### src/rtl/seven_segment_scan_controller_pkg.sv
// Shared constants for the 8-digit seven-segment scan controller:
// active-low segment codes, blanking values and FSM state encodings.
package seven_segment_scan_controller_pkg;

  localparam int NUM_DIGITS = 8;

  // Segment order is {CG,CF,CE,CD,CC,CB,CA}; a 0 lights the segment.
  localparam logic [6:0] SEG_0 = 7'b1000000;
  localparam logic [6:0] SEG_1 = 7'b1111001;
  localparam logic [6:0] SEG_2 = 7'b0100100;
  localparam logic [6:0] SEG_3 = 7'b0110000;
  localparam logic [6:0] SEG_4 = 7'b0011001;
  localparam logic [6:0] SEG_5 = 7'b0010010;
  localparam logic [6:0] SEG_6 = 7'b0000010;
  localparam logic [6:0] SEG_7 = 7'b1111000;
  localparam logic [6:0] SEG_8 = 7'b0000000;
  localparam logic [6:0] SEG_9 = 7'b0010000;
  localparam logic [6:0] SEG_A = 7'b0001000;
  localparam logic [6:0] SEG_B = 7'b0000011;
  localparam logic [6:0] SEG_C = 7'b1000110;
  localparam logic [6:0] SEG_D = 7'b0100001;
  localparam logic [6:0] SEG_E = 7'b0000110;
  localparam logic [6:0] SEG_F = 7'b0001110;

  localparam logic [6:0] SEG_OFF = 7'h7F;
  localparam logic [7:0] AN_OFF  = 8'hFF;

  typedef enum logic [1:0] {
    IDLE  = 2'd0,
    GUARD = 2'd1,
    DRIVE = 2'd2
  } state_t;

endpackage

### src/rtl/seven_segment_scan_controller_if.sv
// Bundle between the counter/display pins and the scan controller.
interface seven_segment_scan_controller_if;
  import seven_segment_scan_controller_pkg::*;

  // No valid/ready handshake: enable is a level. value/dp_mask are sampled
  // only on frame-start edges while enable is high; display outputs and
  // frame_done are free-running registered outputs; state is debug only.
  logic        enable;
  logic [31:0] value;
  logic [7:0]  dp_mask;
  logic [7:0]  an;
  logic [6:0]  seg;
  logic        dp;
  logic        frame_done;
  state_t      state;

  modport master (
    output enable, value, dp_mask,
    input  an, seg, dp, frame_done, state
  );

  modport slave (
    input  enable, value, dp_mask,
    output an, seg, dp, frame_done, state
  );
endinterface

### src/rtl/seven_segment_scan_controller_hex_to_7seg.sv
// Combinational hex nibble to active-low seven-segment decoder.
module hex_to_7seg
  import seven_segment_scan_controller_pkg::*;
(
  input  logic [3:0] nibble,
  output logic [6:0] seg
);

  always_comb begin
    seg = SEG_OFF;
    case (nibble)
      4'h0: seg = SEG_0;
      4'h1: seg = SEG_1;
      4'h2: seg = SEG_2;
      4'h3: seg = SEG_3;
      4'h4: seg = SEG_4;
      4'h5: seg = SEG_5;
      4'h6: seg = SEG_6;
      4'h7: seg = SEG_7;
      4'h8: seg = SEG_8;
      4'h9: seg = SEG_9;
      4'hA: seg = SEG_A;
      4'hB: seg = SEG_B;
      4'hC: seg = SEG_C;
      4'hD: seg = SEG_D;
      4'hE: seg = SEG_E;
      4'hF: seg = SEG_F;
      default: seg = SEG_OFF;
    endcase
  end

endmodule

### src/rtl/seven_segment_scan_controller.sv
// 8-digit common-anode scan controller with per-slot guard interval and
// per-frame snapshot. Optional macro: LEADING_ZERO_BLANK_EN.
module seven_segment_scan_controller
  import seven_segment_scan_controller_pkg::*;
#(
  parameter int DIGIT_PERIOD = 100000,
  parameter int GUARD_CYCLES = 1000
) (
  input logic clk,
  input logic rst,
  seven_segment_scan_controller_if.slave bus
);

  localparam int CW           = $clog2(DIGIT_PERIOD);
  localparam int IW           = $clog2(NUM_DIGITS);
  localparam int DRIVE_CYCLES = DIGIT_PERIOD - GUARD_CYCLES;
  localparam logic [CW-1:0] GUARD_LAST    = CW'(GUARD_CYCLES - 1);
  localparam logic [CW-1:0] DRIVE_LAST    = CW'(DRIVE_CYCLES - 1);
  localparam logic [CW-1:0] DRIVE_PRELAST = CW'((DRIVE_CYCLES >= 2) ? DRIVE_CYCLES - 2 : 0);
  localparam logic [IW-1:0] LAST_IDX      = IW'(NUM_DIGITS - 1);
  localparam bit            SHORT_DRIVE   = (DRIVE_CYCLES == 1);

  state_t        state;
  logic [IW-1:0] idx;
  logic [CW-1:0] cnt;
  logic [31:0]   snap;
  logic [7:0]    snap_dp;
  logic [7:0]    an_r;
  logic [6:0]    seg_r;
  logic          dp_r;
  logic          fd_r;

  logic          guard_done, drive_done, wrap, load, blank, fd_next;
  logic [IW-1:0] next_idx;
  logic [31:0]   src_val;
  logic [7:0]    src_dp;
  logic [3:0]    nibble;
  logic [6:0]    dec_seg, next_seg;

  assign guard_done = (state == GUARD) && (cnt == GUARD_LAST);
  assign drive_done = (state == DRIVE) && (cnt == DRIVE_LAST);
  assign wrap       = drive_done && (idx == LAST_IDX);
  // Frame start (from IDLE or wrap) reads live inputs so digit 0 is correct
  // on the very edge the snapshot is taken.
  assign load       = (state == IDLE) || wrap;
  assign next_idx   = load ? '0 : idx + 1'b1;
  assign src_val    = load ? bus.value : snap;
  assign src_dp     = load ? bus.dp_mask : snap_dp;
  assign nibble     = src_val[{next_idx, 2'b00} +: 4];

`ifdef LEADING_ZERO_BLANK_EN
  logic [31:0] upper;
  assign upper = src_val >> {next_idx, 2'b00};
  assign blank = (next_idx != '0) && (upper == 32'd0);
`else
  assign blank = 1'b0;
`endif

  hex_to_7seg u_dec (
    .nibble (nibble),
    .seg    (dec_seg)
  );

  assign next_seg = blank ? SEG_OFF : dec_seg;
  assign fd_next  = (idx == LAST_IDX) &&
                    ((!SHORT_DRIVE && state == DRIVE && cnt == DRIVE_PRELAST) ||
                     (SHORT_DRIVE && guard_done));

  always_ff @(posedge clk or posedge rst) begin
    if (rst) begin
      state   <= IDLE;
      idx     <= '0;
      cnt     <= '0;
      snap    <= '0;
      snap_dp <= '0;
      an_r    <= AN_OFF;
      seg_r   <= SEG_OFF;
      dp_r    <= 1'b1;
      fd_r    <= 1'b0;
    end else if (!bus.enable) begin
      state <= IDLE;
      idx   <= '0;
      cnt   <= '0;
      an_r  <= AN_OFF;
      seg_r <= SEG_OFF;
      dp_r  <= 1'b1;
      fd_r  <= 1'b0;
    end else begin
      fd_r <= fd_next;
      case (state)
        IDLE: begin
          state   <= GUARD;
          idx     <= '0;
          cnt     <= '0;
          snap    <= bus.value;
          snap_dp <= bus.dp_mask;
          an_r    <= AN_OFF;
          seg_r   <= next_seg;
          dp_r    <= ~src_dp[next_idx];
        end
        GUARD: begin
          if (guard_done) begin
            state <= DRIVE;
            cnt   <= '0;
            an_r  <= ~(8'd1 << idx);
          end else begin
            cnt <= cnt + 1'b1;
          end
        end
        DRIVE: begin
          if (drive_done) begin
            state <= GUARD;
            cnt   <= '0;
            idx   <= next_idx;
            an_r  <= AN_OFF;
            seg_r <= next_seg;
            dp_r  <= ~src_dp[next_idx];
            if (wrap) begin
              snap    <= bus.value;
              snap_dp <= bus.dp_mask;
            end
          end else begin
            cnt <= cnt + 1'b1;
          end
        end
        default: state <= IDLE;
      endcase
    end
  end

  assign bus.an         = an_r;
  assign bus.seg        = seg_r;
  assign bus.dp         = dp_r;
  assign bus.frame_done = fd_r;
  assign bus.state      = state;

endmodule

### src/flat_wrapper.sv
// flat-port wrapper written by rule: the top's interface ports become plain ports
module seven_segment_scan_controller_flat import seven_segment_scan_controller_pkg::*;
#(
  parameter int DIGIT_PERIOD = 100000,
  parameter int GUARD_CYCLES = 1000
)
  (clk, rst, bus_enable, bus_value, bus_dp_mask, bus_an, bus_seg, bus_dp, bus_frame_done, bus_state);
  seven_segment_scan_controller_if bus_i ();
  input logic clk;
  input logic rst;
  input wire logic [$bits(bus_i.enable)-1:0] bus_enable;
  input wire logic [$bits(bus_i.value)-1:0] bus_value;
  input wire logic [$bits(bus_i.dp_mask)-1:0] bus_dp_mask;
  output wire logic [$bits(bus_i.an)-1:0] bus_an;
  output wire logic [$bits(bus_i.seg)-1:0] bus_seg;
  output wire logic [$bits(bus_i.dp)-1:0] bus_dp;
  output wire logic [$bits(bus_i.frame_done)-1:0] bus_frame_done;
  output wire logic [$bits(bus_i.state)-1:0] bus_state;
  assign bus_i.enable = bus_enable;
  assign bus_i.value = bus_value;
  assign bus_i.dp_mask = bus_dp_mask;
  assign bus_an = bus_i.an;
  assign bus_seg = bus_i.seg;
  assign bus_dp = bus_i.dp;
  assign bus_frame_done = bus_i.frame_done;
  assign bus_state = bus_i.state;
  seven_segment_scan_controller #(.DIGIT_PERIOD(DIGIT_PERIOD), .GUARD_CYCLES(GUARD_CYCLES)) u_core (.clk(clk), .rst(rst), .bus(bus_i));
endmodule
### config.mk
export PLATFORM = sky130hd
export DESIGN_NAME = seven_segment_scan_controller_flat
export DESIGN_NICKNAME = d
export VERILOG_FILES = /design/src/rtl/seven_segment_scan_controller_pkg.sv /design/src/rtl/seven_segment_scan_controller_if.sv /design/src/rtl/seven_segment_scan_controller_hex_to_7seg.sv /design/src/rtl/seven_segment_scan_controller.sv /design/src/flat_wrapper.sv
export SDC_FILE = /design/constraint.sdc
export NUM_CORES = 1
export LEC_CHECK = 0
export BUFFER_PORTS_ARGS = -buffer_cell sky130_fd_sc_hd__clkbuf_2
export CORE_ASPECT_RATIO = 0.9
export CORE_MARGIN = 2
export CORE_UTILIZATION = 40
export DETAILED_ROUTE_END_ITERATION = 12
export GPL_TIMING_DRIVEN = 0
export HOLD_SLACK_MARGIN = 0.08
export PLACE_DENSITY = 0.65
export SYNTH_ARGS = -nofsm -noshare
export SYNTH_HDL_FRONTEND = slang
export SYNTH_SLANG_ARGS = --single-unit
### constraint.sdc
create_clock -name clk -period 2.99 [get_ports clk]
set_input_delay 0.299 -clock clk [delete_from_list [all_inputs] [get_ports clk]]
set_output_delay 0.299 -clock clk [all_outputs]
set_load 0.01 [all_outputs]
==> run_results.csv <==
group,metric,value,unit
clock_network,clock_latency,0.33,ns
final_layout,drive_gt1_share,43.8,%
logic_synthesis,synthDistinctLibCells,60,
global_route,grt_pass1_wl,16500,um
logic_synthesis,synthArstFlopShare,100,%
drt,wl_met2,4550,um
placed_design,port_buffers,59,
floorplanning,die_w,114,um
power,peakVddDrop,518,uV
clock_network,cts_sinks,79,
global_route,grt_overflow,0,
logic_synthesis,synth_area,4390,sq um
final_layout,seq_area,2000,sq um
worst_setup_path,crit_type,"flip-flop to flip-flop",
clock_network,clockBufferDepth,2,
clock_network,htreeDepth,3,
power,power.density,866,nW/um^2
drt,detail-route-antenna-nets,0,
floorplanning,start_util,40.8,%
worst_setup_path,worst_setup_path_end_kind,"flip-flop",
drt,vias,3317,
timing,setup_violations,0,
drt,viasPerCell,5.42,
logic_synthesis,yosysTopAreaCell,"dfrtp_1",
logic_synthesis,synth_mux_area_share,21.6,%
power,leakagePower,2.40,nW
logic_synthesis,synthCells,380,
drt,detail_route.wl_per_cell,16.6,um
floorplanning,core,10800,sq um
placed_design,dpl.hpwl,7160,um
timing,fmax,0.344,GHz
logic_synthesis,synthTopCellsByCount,"63 x dfrtp_1, 47 x mux2_2, 25 x nand2_1, 25 x nor2_1, 20 x nand3_1",
logic_synthesis,yosysMostFrequentCell,"dfrtp_1",
timing,period_minus_slack,2.90,ns
logic_synthesis,ys.flop_type,"dfrtp_1",
status,status,"completed",
drt,drt_pass1_iterations,4,
floorplanning,die_area,11800,sq um
floorplanning,row_count,36,
job,maxCapViolations,0,
logic_synthesis,ys_seq_area_share,45.5,%
worst_setup_path,cp_max_fo,7,
logic_synthesis,synthAdderAreaFrac,5.13,%
clock_network,clk_pin_slew_worst_paths,0.06,ns
logic_synthesis,synth_top_family_by_area,"multiplexers",
logic_synthesis,synth_xor_area_share,2.59,%
timing,final.period_utilization,97.1,%
logic_synthesis,syn_nets,441,
timing,skew,0.00934,ns
global_route,antenna_found_initial,0,
final_layout,n_fill_cell,919,
drt,drt_iter0_drc,91,
worst_setup_path,critPathRequiredTime,3.24,ns
timing,hold_violations,0,
floorplanning,die_y,103,um
clock_network,cts_buffers,9,
timing,report.final.slew_viol_count,0,
final_layout,nNetsFinal,535,
drt,wirelength,10200,um
clock_network,ctsRootBufferMaster,"clkbuf_16",
timing,tightestPinTransition,0.810,ns
global_route,grt_max_degree,49,
worst_setup_path,start_kind,"flip-flop",
placed_design,place_congestion,0.849,
timing,final.setup.tns,0,ns
clock_network,cts_tree,"done",
drt,drc_errors,0,
final_layout,n_antenna_cell,0,
logic_synthesis,syn_area_per_cell,11.6,sq um
drt,wl_met3,446,um
final_layout,multi_input_area,2370,sq um
floorplanning,ioPinCount,62,
drt,maxUsedRoutingLayer,"met4",
global_route,grt_usage,17.9,%
logic_synthesis,synth_simple_gate_area_share,13.1,%
drt,met1Wirelength,5050,um
hold_path,hp-class,"input port to flip-flop",
logic_synthesis,synth_compound_area_share,8.77,%
logic_synthesis,yosysWarnings,0,
final_layout,syn_to_final_growth,25.5,%
logic_synthesis,synth_edf_count,0,
timing,slew-limit-headroom,45.5,%
worst_setup_path,arrival,3.15,ns
global_route,grt_pass1_vias,3222,
logic_synthesis,yosys-top-cells-area,"dfrtp_1 36%, mux2_2 12%, dfstp_2 9.6%, ha_1 5.1%, mux4_2 4.1%",
logic_synthesis,synth-seq-cells,79,
logic_synthesis,synthDominantCellAreaShare,35.9,%
final_layout,finish.utilization,51.2,%
what timing repair did:
action,CTS,global route
buffers inserted,8,15
gates resized for setup,24,14
setup endpoints to repair,7,6
hold buffers,1,0
hold endpoints to repair,29,0
pin swaps,4,5
report_power, final:
part / internal [mW] / switching [mW]
registers: 1.45 / 0.210
clock network: 0.580 / 0.435
logic: 1.05 / 1.05
cell type report:
class,count,share of cell area (%)
well taps,133,3.02
repair buffers,84,9.17
multi-input cells,269,43.1
inverters,15,1.16
plain buffers,16,2.29
flip-flops and latches,79,36.3
clock inverters,6,0.658
clock buffers,10,4.34
cells by family (layout without fill, tap and decap cells):
group,count (synthesis),count (layout)
AOI/OAI and AO/OA,51,51
xor gates and xnor gates,13,13
adders and majority gates,18,18
buffers and inverters,32,131
DFF,79,79
muxes,77,77
and+or+nand+nor,110,110
sequential cells by signal, indices dropped and copies added (netlist names):
name	count
u_core.snap	32
u_core.cnt	17
u_core.bus.an	8
u_core.snap_dp	8
u_core.bus.seg	7
u_core.idx	3
u_core.bus.state	2
u_core.bus.dp	1
u_core.bus.frame_done	1
per-layer routing:
layer  global-route usage [%]  vias up
li1                         -     1577
met1                     26.0     1656
met2                     26.7       74
met3                     4.14       10
met4                     6.10        0
met5                        0        -
worst paths after layout:
check | start | endpoint | slack, ns | cells after the start
hold / removal | bus_value[4] | u_core.snap[4] | 0.17 | 2
setup / recovery | u_core.idx[0] | u_core.bus.seg[3] | 0.09 | 11
max in group asynchronous | rst | u_core.bus.an[0] | 1.83 | 4
setup reg to reg | u_core.idx[0] | u_core.bus.seg[3] | 0.09 | 11
hold reg to reg | u_core.snap[4] | u_core.snap[4] | 0.49 | 1
min in group asynchronous | rst | u_core.snap_dp[4] | 0.51 | 3
worst max-delay path, cell delays in order, from the launching register on:
cell and delay (ns):
dfrtp_2 0.45, clkinv_4 0.10, ha_4 0.30, buf_12 0.13, mux4_2 0.53, mux2i_4 0.19
a21o_1 0.20, buf_4 0.15, ha_1 0.19, inv_1 0.10, mux2_4 0.28, a211oi_2 0.18
placed cells by master (no fill, tap or decap), types with 3 or more instances in the layout:
cell type / netlist / routed
mux2_1: 5 / 5
clkbuf_16: 0 / 9
xor2_1: 9 / 9
mux2_2: 47 / 47
dfrtp_1: 63 / 60
dfstp_2: 16 / 16
ha_1: 18 / 13
o211ai_1: 3 / 3
clkbuf_2: 0 / 59
a21oi_1: 13 / 13
inv_1: 13 / 10
and3_1: 5 / 5
nor2b_1: 4 / 4
clkbuf_1: 6 / 5
nand2_1: 25 / 25
buf_4: 0 / 23
dfrtp_2: 0 / 3
o21ai_0: 8 / 8
xnor2_1: 4 / 4
clkinv_2: 0 / 4
buf_2: 8 / 6
nor4_1: 3 / 3
mux4_2: 8 / 8
ha_4: 0 / 5
or3_1: 3 / 3
nand4_1: 9 / 9
a21o_1: 4 / 4
nand3_1: 20 / 20
mux2i_1: 14 / 12
nor2_1: 25 / 25
through the flow:
stage	worst slack, ns	instance area (sq um)	power (mW)	std cells	hold WS [ns]
after floorplan	-0.0548	4400	3.07	380	0.431
after global placement	-0.622	4860	3.49	572	0.467
after detailed placement	-0.679	4890	3.55	573	0.326
after CTS	0.00709	5330	4.70	598	0.166
after global routing	-0.0725	5510	5.11	612	0.171
final	0.0854	5510	4.78	612	0.171
Power figures use the tool's default switching activity.
